--- src/rtl/rt_ibex_window_ctrl.sv ---
// Interrupt-nesting controller placed in front of the register-window register file.
// An interrupt entry saves mcause/mepc into the window aux store and advances the window.
// An mret retreats the window and returns the saved mcause/mepc to the CSR unit.
// Once every window is in use, further nesting falls back to software stacking,
// and a saturating overflow counter tracks how deep that software nesting is.
//
// Handshake: entry_req_i and mret_req_i are level requests. Each one stays high until its
// ack pulse (entry_ack_o or mret_ack_o, one cycle each). A request is only sampled in IDLE,
// and entry takes priority over mret. A request still high during the ack cycle is taken
// as a new request on the next IDLE cycle.
module rt_ibex_window_ctrl #(
  parameter int unsigned NumWindows  = 4,
  parameter int unsigned OvfCntWidth = 4,
  localparam int unsigned DepthW     = (NumWindows > 1) ? $clog2(NumWindows) : 1
) (
  input  logic                   clk_i,
  input  logic                   rst_ni,
  input  logic                   entry_req_i,
  input  logic                   mret_req_i,
  input  logic [31:0]            mcause_i,
  input  logic [31:0]            mepc_i,
  output logic                   entry_ack_o,
  output logic                   entry_hw_o,
  output logic                   mret_ack_o,
  output logic                   mret_hw_o,
  output logic [31:0]            mcause_o,
  output logic [31:0]            mepc_o,
  output logic                   busy_o,
  output logic [DepthW-1:0]      depth_o,
  output logic [OvfCntWidth-1:0] ovf_cnt_o,
  output logic                   err_o,
  output logic                   increment_ptr_o,
  output logic                   decrement_ptr_o,
  output logic                   save_csr_o,
  output logic [31:0]            mcause_save_o,
  output logic [31:0]            mepc_save_o,
  input  logic                   window_full_i,
  input  logic [31:0]            mcause_rf_i,
  input  logic [31:0]            mepc_rf_i,
  output logic [2:0]             state_o
);

  typedef enum logic [2:0] {
    IDLE    = 3'd0,
    ENTRY   = 3'd1,
    DEC     = 3'd2,
    RESTORE = 3'd3,
    SW_RET  = 3'd4
  } state_e;

  localparam logic [DepthW-1:0]      MaxDepth = DepthW'(NumWindows - 1);
  localparam logic [OvfCntWidth-1:0] OvfMax   = {OvfCntWidth{1'b1}};

  state_e                 state_q, state_d;
  logic [DepthW-1:0]      depth_q, depth_d;
  logic [OvfCntWidth-1:0] ovf_q, ovf_d;
  logic [31:0]            mcause_save_q, mepc_save_q;
  logic [31:0]            mcause_ret_q, mepc_ret_q;
  logic                   capture;
  logic                   at_max;

  assign at_max = (depth_q == MaxDepth);

  // State, depth and software-nesting counter registers
  always_ff @(posedge clk_i or negedge rst_ni) begin
    if (!rst_ni) begin
      state_q <= IDLE;
      depth_q <= '0;
      ovf_q   <= '0;
    end else begin
      state_q <= state_d;
      depth_q <= depth_d;
      ovf_q   <= ovf_d;
    end
  end

  // Capture mcause/mepc when an entry is accepted, so the regfile sees stable save data
  always_ff @(posedge clk_i or negedge rst_ni) begin
    if (!rst_ni) begin
      mcause_save_q <= '0;
      mepc_save_q   <= '0;
    end else if (capture) begin
      mcause_save_q <= mcause_i;
      mepc_save_q   <= mepc_i;
    end
  end

  // Keep the last restored values, so mcause_o/mepc_o hold between acks
  always_ff @(posedge clk_i or negedge rst_ni) begin
    if (!rst_ni) begin
      mcause_ret_q <= '0;
      mepc_ret_q   <= '0;
    end else if (state_q == RESTORE) begin
      mcause_ret_q <= mcause_rf_i;
      mepc_ret_q   <= mepc_rf_i;
    end
  end

  // Next-state, counter updates and per-state strobes
  always_comb begin
    state_d         = state_q;
    depth_d         = depth_q;
    ovf_d           = ovf_q;
    capture         = 1'b0;
    entry_ack_o     = 1'b0;
    entry_hw_o      = 1'b0;
    mret_ack_o      = 1'b0;
    mret_hw_o       = 1'b0;
    increment_ptr_o = 1'b0;
    decrement_ptr_o = 1'b0;
    save_csr_o      = 1'b0;
    // The regfile's full flag must always agree with our own view of depth
    err_o           = (window_full_i != at_max);

    case (state_q)
      IDLE: begin
        if (entry_req_i) begin
          capture = 1'b1;
          state_d = ENTRY;
        end else if (mret_req_i) begin
          if (ovf_q != '0)       state_d = SW_RET;
          else if (depth_q != '0) state_d = DEC;
          else                    state_d = SW_RET;  // underflow, flagged in SW_RET
        end
      end
      ENTRY: begin
        entry_ack_o = 1'b1;
        state_d     = IDLE;
        if (!at_max) begin
          // Regfile writes aux at the old pointer, then advances the pointer
          save_csr_o      = 1'b1;
          increment_ptr_o = 1'b1;
          entry_hw_o      = 1'b1;
          depth_d         = depth_q + DepthW'(1);
        end else if (ovf_q == OvfMax) begin
          err_o = 1'b1;
        end else begin
          ovf_d = ovf_q + OvfCntWidth'(1);
        end
      end
      DEC: begin
        decrement_ptr_o = 1'b1;
        depth_d         = depth_q - DepthW'(1);
        state_d         = RESTORE;
      end
      RESTORE: begin
        mret_ack_o = 1'b1;
        mret_hw_o  = 1'b1;
        state_d    = IDLE;
      end
      SW_RET: begin
        mret_ack_o = 1'b1;
        state_d    = IDLE;
        // ovf == 0 here only happens on the underflow path, because depth > 0 goes through DEC
        if (ovf_q != '0) ovf_d = ovf_q - OvfCntWidth'(1);
        else             err_o = 1'b1;
      end
      default: begin
        state_d = IDLE;
      end
    endcase
  end

  assign mcause_o      = (state_q == RESTORE) ? mcause_rf_i : mcause_ret_q;
  assign mepc_o        = (state_q == RESTORE) ? mepc_rf_i   : mepc_ret_q;
  assign mcause_save_o = mcause_save_q;
  assign mepc_save_o   = mepc_save_q;
  assign busy_o        = (state_q != IDLE);
  assign depth_o       = depth_q;
  assign ovf_cnt_o     = ovf_q;
  assign state_o       = state_q;

endmodule
--- config.mk ---
export PLATFORM = sky130hd
export DESIGN_NAME = rt_ibex_window_ctrl
export DESIGN_NICKNAME = d
export VERILOG_FILES = /design/src/rtl/rt_ibex_window_ctrl.sv
export SDC_FILE = /design/constraint.sdc
export NUM_CORES = 1
export LEC_CHECK = 0
export BUFFER_PORTS_ARGS = -buffer_cell sky130_fd_sc_hd__buf_2
export CAP_MARGIN = 10
export CORE_UTILIZATION = 30
export DETAILED_ROUTE_END_ITERATION = 10
export GPL_TIMING_DRIVEN = 0
export SLEW_MARGIN = 20
export SYNTH_ARGS = -nofsm -noshare
export SYNTH_HDL_FRONTEND = slang
export SYNTH_SLANG_ARGS = --single-unit
--- constraint.sdc ---
create_clock -name clk_i -period 4 [get_ports clk_i]
set_clock_uncertainty 0.1 [all_clocks]
set_input_delay 0.2 -clock clk_i [delete_from_list [all_inputs] [get_ports clk_i]]
set_output_delay 0.2 -clock clk_i [all_outputs]
set_load 0.02 [all_outputs]
# Yosys cells after proc, flatten, opt, wreduce, memory -nomap -nowiden
# Index checks and enable logic that the tools add are counted.
# totals
reg_bits	137
out_inout_bits	146
# classes
n_addsub	4
eq_ne	12
n_mux	25
reduce_logical	9
# op_table
cell	count
32-bit 2-to-1 mux	2
3-bit 2-to-1 mux	4
4-bit 2-to-1 mux	3
1-bit 2-to-1 mux	11
2-bit != test (second input constant)	4
4-bit one-hot mux with 2 select lines	1
3-bit by 2-bit == test with 1-bit output (second input constant)	2
3-bit one-hot mux with 2 select lines	1
2-bit nonzero test	3
4-bit by 1-bit adder with 4-bit output (second input constant)	1
4-bit == test (second input constant)	1
2-bit one-hot mux with 2 select lines	1
4-bit AND reduction	1
4-bit nonzero test	1
4-bit by 1-bit subtractor with 4-bit output (second input constant)	1
3-bit by 1-bit == test with 1-bit output (second input constant)	1
3-bit == test (second input constant)	1
3-bit zero test	1
3-bit != test (second input constant)	1
3-bit nonzero test	1
2-bit by 1-bit adder with 2-bit output (second input constant)	1
2-bit == test (second input constant)	1
2-bit 2-to-1 mux	1
1-bit one-hot mux with 2 select lines	1
4 further kinds	4

# Depth between registers and ports, before layout
# Gate-level depths: netlist of the first run.
# logic_depth
ltp_word	6
depth_mapped	7
ltp_nobuf	6

# Least setup slack after synthesis of the first run
# Ideal clock, no wire load.
# synth_timing
path_type	reg2reg
from	register state_q[0] (netlist: state_o[0])
to	register ovf_q[2] (netlist: ovf_cnt_o[2])
setup_time_ns	0.125
arrival_time_ns	1.848
setup_slack_ns	1.928
path_stages_with_launch	8
n_path_buf	1
synth_period_minus_slack_ns	2.072
path_cell_list	dfrtp_1 -> or3b_1 -> clkbuf_1 -> xnor2_1 -> ha_1 -> nor3_1 -> a31oi_1 -> mux2_2
# synth_via
elab_chain_len	3
word_cells_on_any_way	8
classes_between	5 x eq/ne; 1 x mux; 2 x reduce/logical
# synth_lines
element	line	source
start, declared	54	state_e state_q, state_d;
start signal, assigned	71	state_q <= state_d;
3-bit by 1-bit == test with 1-bit output / 3-bit == test (equally long branches)	115	case (state_q)
2-bit != test (no source line) / 2-bit nonzero test (equally long branches)	n/a	
4-bit AND reduction (no source line)	n/a	
end signal, assigned	73	ovf_q <= ovf_d;
end, declared	56	logic [OvfCntWidth-1:0] ovf_q, ovf_d;
# Several ways; a longest one is shown, not always the timed one.
# A chain may end at the register's enable or synchronous reset.

# Worst setup path after layout of the first run
# layout_timing
from	register state_q[2] (netlist: state_o[2])
to	output mepc_o[8]
# layout_via
elab_chain_len	2
# layout_lines
element	line	source
3-bit by 2-bit == test with 1-bit output	165	assign mepc_o = (state_q == RESTORE) ? mepc_rf_i : mepc_ret_q;
32-bit 2-to-1 mux	n/a	
end, declared	27	output logic [31:0] mepc_o,
# No other way between the ends.

==> results.toml, run 1 <==
[timing]
drv_slew = 0
clock.fmax_mhz = 342.9
finalHoldViolCount = 0
slew_headroom_pct = 52.89
tns_ns = 0
worst_slack_ns = 1.084
post-route-period-util_pct = 72.90
period_needed_ns = 2.916
rsz0062_at_grt = "false"
holdWs_ns = 0.05183
tightest_slew_ns = 0.7066
setup_violations = 0

[cells_and_area]
fin_nets = 1031
multi_input_area_sq_mm = 0.001738
final_cells = 1135
drive_gt1_share_pct = 42.64
n_antenna_cell = 0
final_cell_mix = "278 x buf_2, 196 x nand2_1, 137 x dfrtp_1"
postLayoutCellArea_sq_mm = 0.008987
syn_to_final_growth_pct = 68.30
fillCellCount = 1499
seqCellArea_sq_mm = 0.003428
layout_commonest_cell = "buf_2"
fin_util_pct = 51.78

[global_routing]
track_usage_pct = 17.23
gr-total-overflow = 0
grt_pass1_wl_mm = 24.25
first_global_vias = 4882
grt_max_degree = 70
grt_antenna_before_repair = 0

[flow_run]
cap_violations = 0

[worst_setup_path]
start_kind = "flip-flop"
cp.arrival_ns = 2.62
timing.rr.start = "state_o[2]"
rrSetupSlack_ns = 1.79
crit_type = "reg -> out"
crit_path_end_kind = "primary output"
path_max_fanout = 10
reg2reg_to = "mepc_ret_q[8]"
worstRegToRegCells = 6
worstPathRequired_ns = 3.70

[drt]
routed_via_density = 4.256
wirelength_mm = 15.80
top_layer_used = "met4"
firstDrtPassIters = 4
drt-initial-drc-count = 144
drcViolationCount = 0
dr_wl_met3_mm = 1.145
wl_met1_mm = 6.497
vias = 4830
met2WireLength_mm = 8.015
final_antenna_net_count = 0
post_drt_wl_per_cell_microns = 13.92

[synth]
syn_inst = 468
postSynthAreaPerCell_sq_um = 11.41
synth_area_sq_mm = 0.005340
syn_nets = 602
yosysSeqAreaShare_pct = 64.20
synth_cell_type_count = 32
ys_ff_latch = 137
yosysWarnings = 0

[floorplanning]
die_w_microns = 135.4
initial_core_util_pct = 30.77
dieHeight_microns = 135.4
std_cell_rows = 48
core_sq_mm = 0.01736
pin_count = 279
dieArea_sq_mm = 0.01834

[power_and_ir_drop]
p_leak_nw = 4.601
peakVddDrop_mv = 0.4237
pwr_density_cell_mw_per_mm2 = 735.6
power_mw = 6.612

[worst_hold_path]
min_path_type = "in -> reg"
min_path_cells = 3
min_from = "mret_req_i"
min_to = "state_o[1]"

[clock_tree]
clk_latency_ns = 0.40
tritoncts = "built"
cts_resized = 0
postCtsSetupBuffers = 0
cts_buffers = 17
cts_buffer_depth = 2
cts_sinks = 137
root_buffer = "clkbuf_16"
htree_levels = 4
clkTransAtPathRegs_ns = 0.06

[placed_design]
gp_congestion = 0.7447
portBuffers = 278
place_inst = 972
pre_cts_slack_ns = 1.394
placed_cell_area_sq_mm = 0.007051
hpwl_mm = 10.27

[outcome]
status = "complete, no violations"
-- cells by family after synthesis --
kind of cell             after synthesis  share of synthesized area (%)
buffers and inverters                 32                          3.256
AO/OA/AOI/OAI                         20                          2.203
multiplexers                          66                          13.89
AND/OR/NAND/NOR                      211                          16.05
adder cells (fa/ha/maj)                1                         0.2343
XOR/XNOR                               1                         0.1640
flip-flops                           137                          64.20
-- repair_timing --
| item | CTS | global route |
|---|---|---|
| hold endpoints to repair | 197 | 0 |
| endpoints found under the setup margin | 0 | 0 |
| hold buffers | 131 | 0 |
-- area by class of cell --
| type | count | share of cell area, % |
|---|---|---|
| flip-flops and latches | 137 | 38.15 |
| well taps | 225 | 3.132 |
| plain buffers | 26 | 1.685 |
| repair buffers | 410 | 30.49 |
| inverters | 6 | 0.2506 |
| multi-input cells | 299 | 19.34 |
| clock inverters | 14 | 2.186 |
| clock buffers | 18 | 4.775 |
-- synth_stat cells --
library cell / number / area [sq um]
o21a_1: 2 / 15.01
nor3b_1: 1 / 7.510
or3b_4: 1 / 11.26
xnor2_1: 1 / 8.760
clkbuf_1: 15 / 56.30
a41oi_1: 1 / 8.760
buf_2: 1 / 5.000
nor2_8: 1 / 20.02
nor2_4: 1 / 11.26
buf_6: 6 / 67.56
nor3_1: 3 / 15.01
a31oi_1: 3 / 18.77
a211oi_1: 1 / 7.510
dfrtp_1: 137 / 3428
nor4b_1: 1 / 8.760
buf_1: 2 / 7.510
or3b_1: 1 / 8.760
nand4_1: 1 / 6.260
mux2_2: 65 / 732.0
inv_1: 6 / 22.52
ha_1: 1 / 12.51
nor4_1: 1 / 6.260
nand2_1: 196 / 735.7
nand3b_1: 1 / 7.510
a21oi_1: 4 / 20.02
o21ai_0: 8 / 40.04
or3b_2: 1 / 8.760
buf_4: 2 / 15.01
nor2_1: 1 / 3.750
mux2i_1: 1 / 10.01
o31ai_1: 1 / 7.510
or3_1: 1 / 6.260
-- worst max-delay path, stage by stage, from the launching register on --
cell and delay (ns):
dfrtp_1 0.46, nand3b_1 0.25, inv_1 0.10, clkbuf_1 0.39
buf_1 0.57, nand2_1 0.14, nand2_1 0.11, buf_2 0.18
-- metal layers --
metal | GRT usage [%] | vias up
met5 | 0 | -
met4 | 5.431 | 0
met3 | 5.051 | 5
met2 | 31.17 | 194
met1 | 19.34 | 2253
li1 | - | 2378
-- power by group --
part | internal (mW) | total, mW | switching (mW)
Combinational | 1.01 | 2.72 | 1.71
Clock | 1.05 | 1.67 | 0.615
Sequential | 2.00 | 2.23 | 0.234
-- registers in the layout (all words and copies together) (netlist names) --
signal / count
mcause_ret_q: 32
mcause_save_o: 32
mepc_ret_q: 32
mepc_save_o: 32
ovf_cnt_o: 4
state_o: 3
depth_o: 2
-- worst max-delay path by stage --
stage	start	cells past startpoint	to
6_report	state_o[2]	7	mepc_o[8]
3_3_place_gp	rst_ni	1	mcause_save_o[12]
4_1_cts	state_o[2]	7	mepc_o[8]
2_1_floorplan	state_o[0]	7	ovf_cnt_o[2]
3_5_place_dp	state_o[2]	7	mepc_o[8]
5_1_grt	state_o[2]	7	mepc_o[8]
Power figures use the tool's default switching activity.
==> run 2, diff against run 1 <==
- ABC_AREA: default -> 1
- clock period: 4 -> 2.35 ns (I/O delays scaled with it)
==> results.toml, run 2 <==
[outcome]
status = "complete, no violations"

[cells_and_area]
postLayoutCellArea_sq_mm = 0.009095
n_antenna_cell = 0
drive_gt1_share_pct = 32.59
final_cells = 1300
syn_to_final_growth_pct = 65.54
fin_nets = 1192
final_cell_mix = "398 x nand2_1, 287 x buf_2, 136 x dfrtp_1"
layout_commonest_cell = "nand2_1"

[global_routing]
first_global_vias = 5228
grt_use_met3_pct = 5.482
track_usage_pct = 17.72
grt_pass1_wl_mm = 25.51
grt_antenna_before_repair = 0
met1_usage_pct = 20.65
gr-total-overflow = 0
met2_usage_pct = 31.03
grt_max_degree = 77
grt-busiest-layer = "met2"

[synth]
synth-edff-count = 0
yosysSeqAreaShare_pct = 62.40
yosysTopAreaCell = "dfrtp_1"
syn_nets = 762
synthTopCellsByCount = "398 x nand2_1, 137 x dfrtp_1, 15 x inv_1"
synth_top_area_share_pct = 62.40
postSynthAreaPerCell_sq_um = 8.748
synth_ff_type = "dfrtp_1"
synth_area_leaders = "dfrtp_1 62%, nand2_1 27%, buf_6 2.7%"
yosysWarnings = 0
synth_cell_type_count = 25
synth_area_sq_mm = 0.005494
syn_inst = 628
ys_async_sr_fraction_pct = 100.0
synth_most_common_cell = "nand2_1"
ys_ff_latch = 137

[worst_setup_path]
rrSetupSlack_ns = 0.41
reg2reg_to = "state_o[2]"
path_max_fanout = 10
cp.arrival_ns = 2.00
crit_type = "reg -> out"
crit_path_end_kind = "primary output"
start_kind = "flip-flop"
worstRegToRegCells = 7
timing.rr.start = "state_o[1]"
worstPathRequired_ns = 2.13

[timing]
drv_slew = 0
rsz0062_at_grt = "false"
clock.fmax_mhz = 451.2
period_needed_ns = 2.216
finalHoldViolCount = 0
setup_violations = 0
post-route-period-util_pct = 94.30
tns_ns = 0
tightest_slew_ns = 0.4770
slew_headroom_pct = 68.20

[floorplanning]
initial_core_util_pct = 30.58
die_w_microns = 137.3
dieArea_sq_mm = 0.01886
core_sq_mm = 0.01796
dieHeight_microns = 137.3
std_cell_rows = 49
pin_count = 279

[clock_tree]
clk_latency_ns = 0.41
cts_sinks = 137
tritoncts = "built"
cts_buffers = 17
cts_buffer_depth = 2
root_buffer = "clkbuf_16"
postCtsSetupBuffers = 0
clkTransAtPathRegs_ns = 0.06
htree_levels = 4

[placed_design]
placed_cell_area_sq_mm = 0.007209
place_inst = 1136
portBuffers = 278
hpwl_mm = 11.20
gp_congestion = 0.7981

[drt]
final_antenna_net_count = 0
drcViolationCount = 0
drt-initial-drc-count = 176
wirelength_mm = 16.84
routed_via_density = 4.197
firstDrtPassIters = 4
vias = 5456
post_drt_wl_per_cell_microns = 12.95

[flow_run]
cap_violations = 0

[power_and_ir_drop]
power_mw = 12.82
p_leak_nw = 5.021
pwr_density_cell_mw_per_mm2 = 1409
peakVddDrop_mv = 0.7261

[worst_hold_path]
min_path_type = "in -> async"
[run 2: cell types whose count changed after synthesis, sizes merged, moves of 8 or more]
cell,change
mux2,-65
inv,+13
clkbuf,-12
nor2,+8
buf,+16
nand2,+204
[run 2: cells by family after synthesis]
group / share of synthesized area (%)
DFF: 62.40
and+or+nand+nor: 30.08
buffers and inverters: 5.602
adders and majority gates: 0.2277
xor gates and xnor gates: 0.6378
AOI/OAI and AO/OA: 1.048
[run 2: critical path, cell delays in order (launching register included)]
cell and delay [ns]:
dfrtp_1 0.39, inv_1 0.17, nor3_4 0.08, inv_1 0.07
buf_2 0.20, buf_2 0.31, nand2_1 0.09, nand2_1 0.10
buf_2 0.17
[run 2: layer usage]
layer / wire length, microns / vias to the layer above
met5: 0 / -
met4: 229 / 0
met3: 1242 / 14
met2: 8213 / 213
met1: 7154 / 2465
li1: - / 2764
[run 2: stage by stage]
stage / utilization (%) / worst slack, ns / hold slack, ns
4_1_cts: 50.61 / 0.006444 / 0.1424
5_1_grt: 50.63 / 0.003424 / 0.1674
3_3_place_gp: 39.92 / -0.8999 / 0.2137
6_report: 50.63 / 0.1339 / 0.1384
2_1_floorplan: - / 0.5324 / -0.2781
3_5_place_dp: 40.13 / 0.2888 / -0.01251
[run 2: layout make-up]
type / count / area [sq um]
Fill cell: 1632 / 8869
Sequential cell: 137 / 3430
Timing Repair Buffer: 411 / 2750
Multi-Input combinational cell: 441 / 1764
Clock buffer: 21 / 450.4
Tap cell: 229 / 286.5
Buffer: 30 / 239.0
Clock inverter: 11 / 100.1
Inverter: 20 / 75.07
[run 2: power breakdown]
| group | internal, mW | switching (mW) |
|---|---|---|
| sequential | 3.54 | 0.542 |
| combinational | 2.12 | 4.12 |
| clock | 1.48 | 1.02 |
[run 2: how the worst max path moves through the flow]
stage	startpoint	end	slack, ns	cells after the start
3_3_place_gp	rst_ni	mepc_save_o[8]	-0.90	1
5_1_grt	state_o[0]	mcause_o[25]	0.003	8
4_1_cts	state_o[2]	mcause_o[28]	0.006	7
6_report	state_o[0]	mcause_o[27]	0.13	8
2_1_floorplan	state_o[2]	ovf_cnt_o[0]	0.53	6
3_5_place_dp	state_o[2]	mcause_o[27]	0.29	5
[run 2: what timing repair did]
item                                   in CTS  in global routing
setup endpoints to repair                  32                 39
endpoints found under the hold margin     197                  0
hold buffers                              132                  0
resized for setup                           3                  2
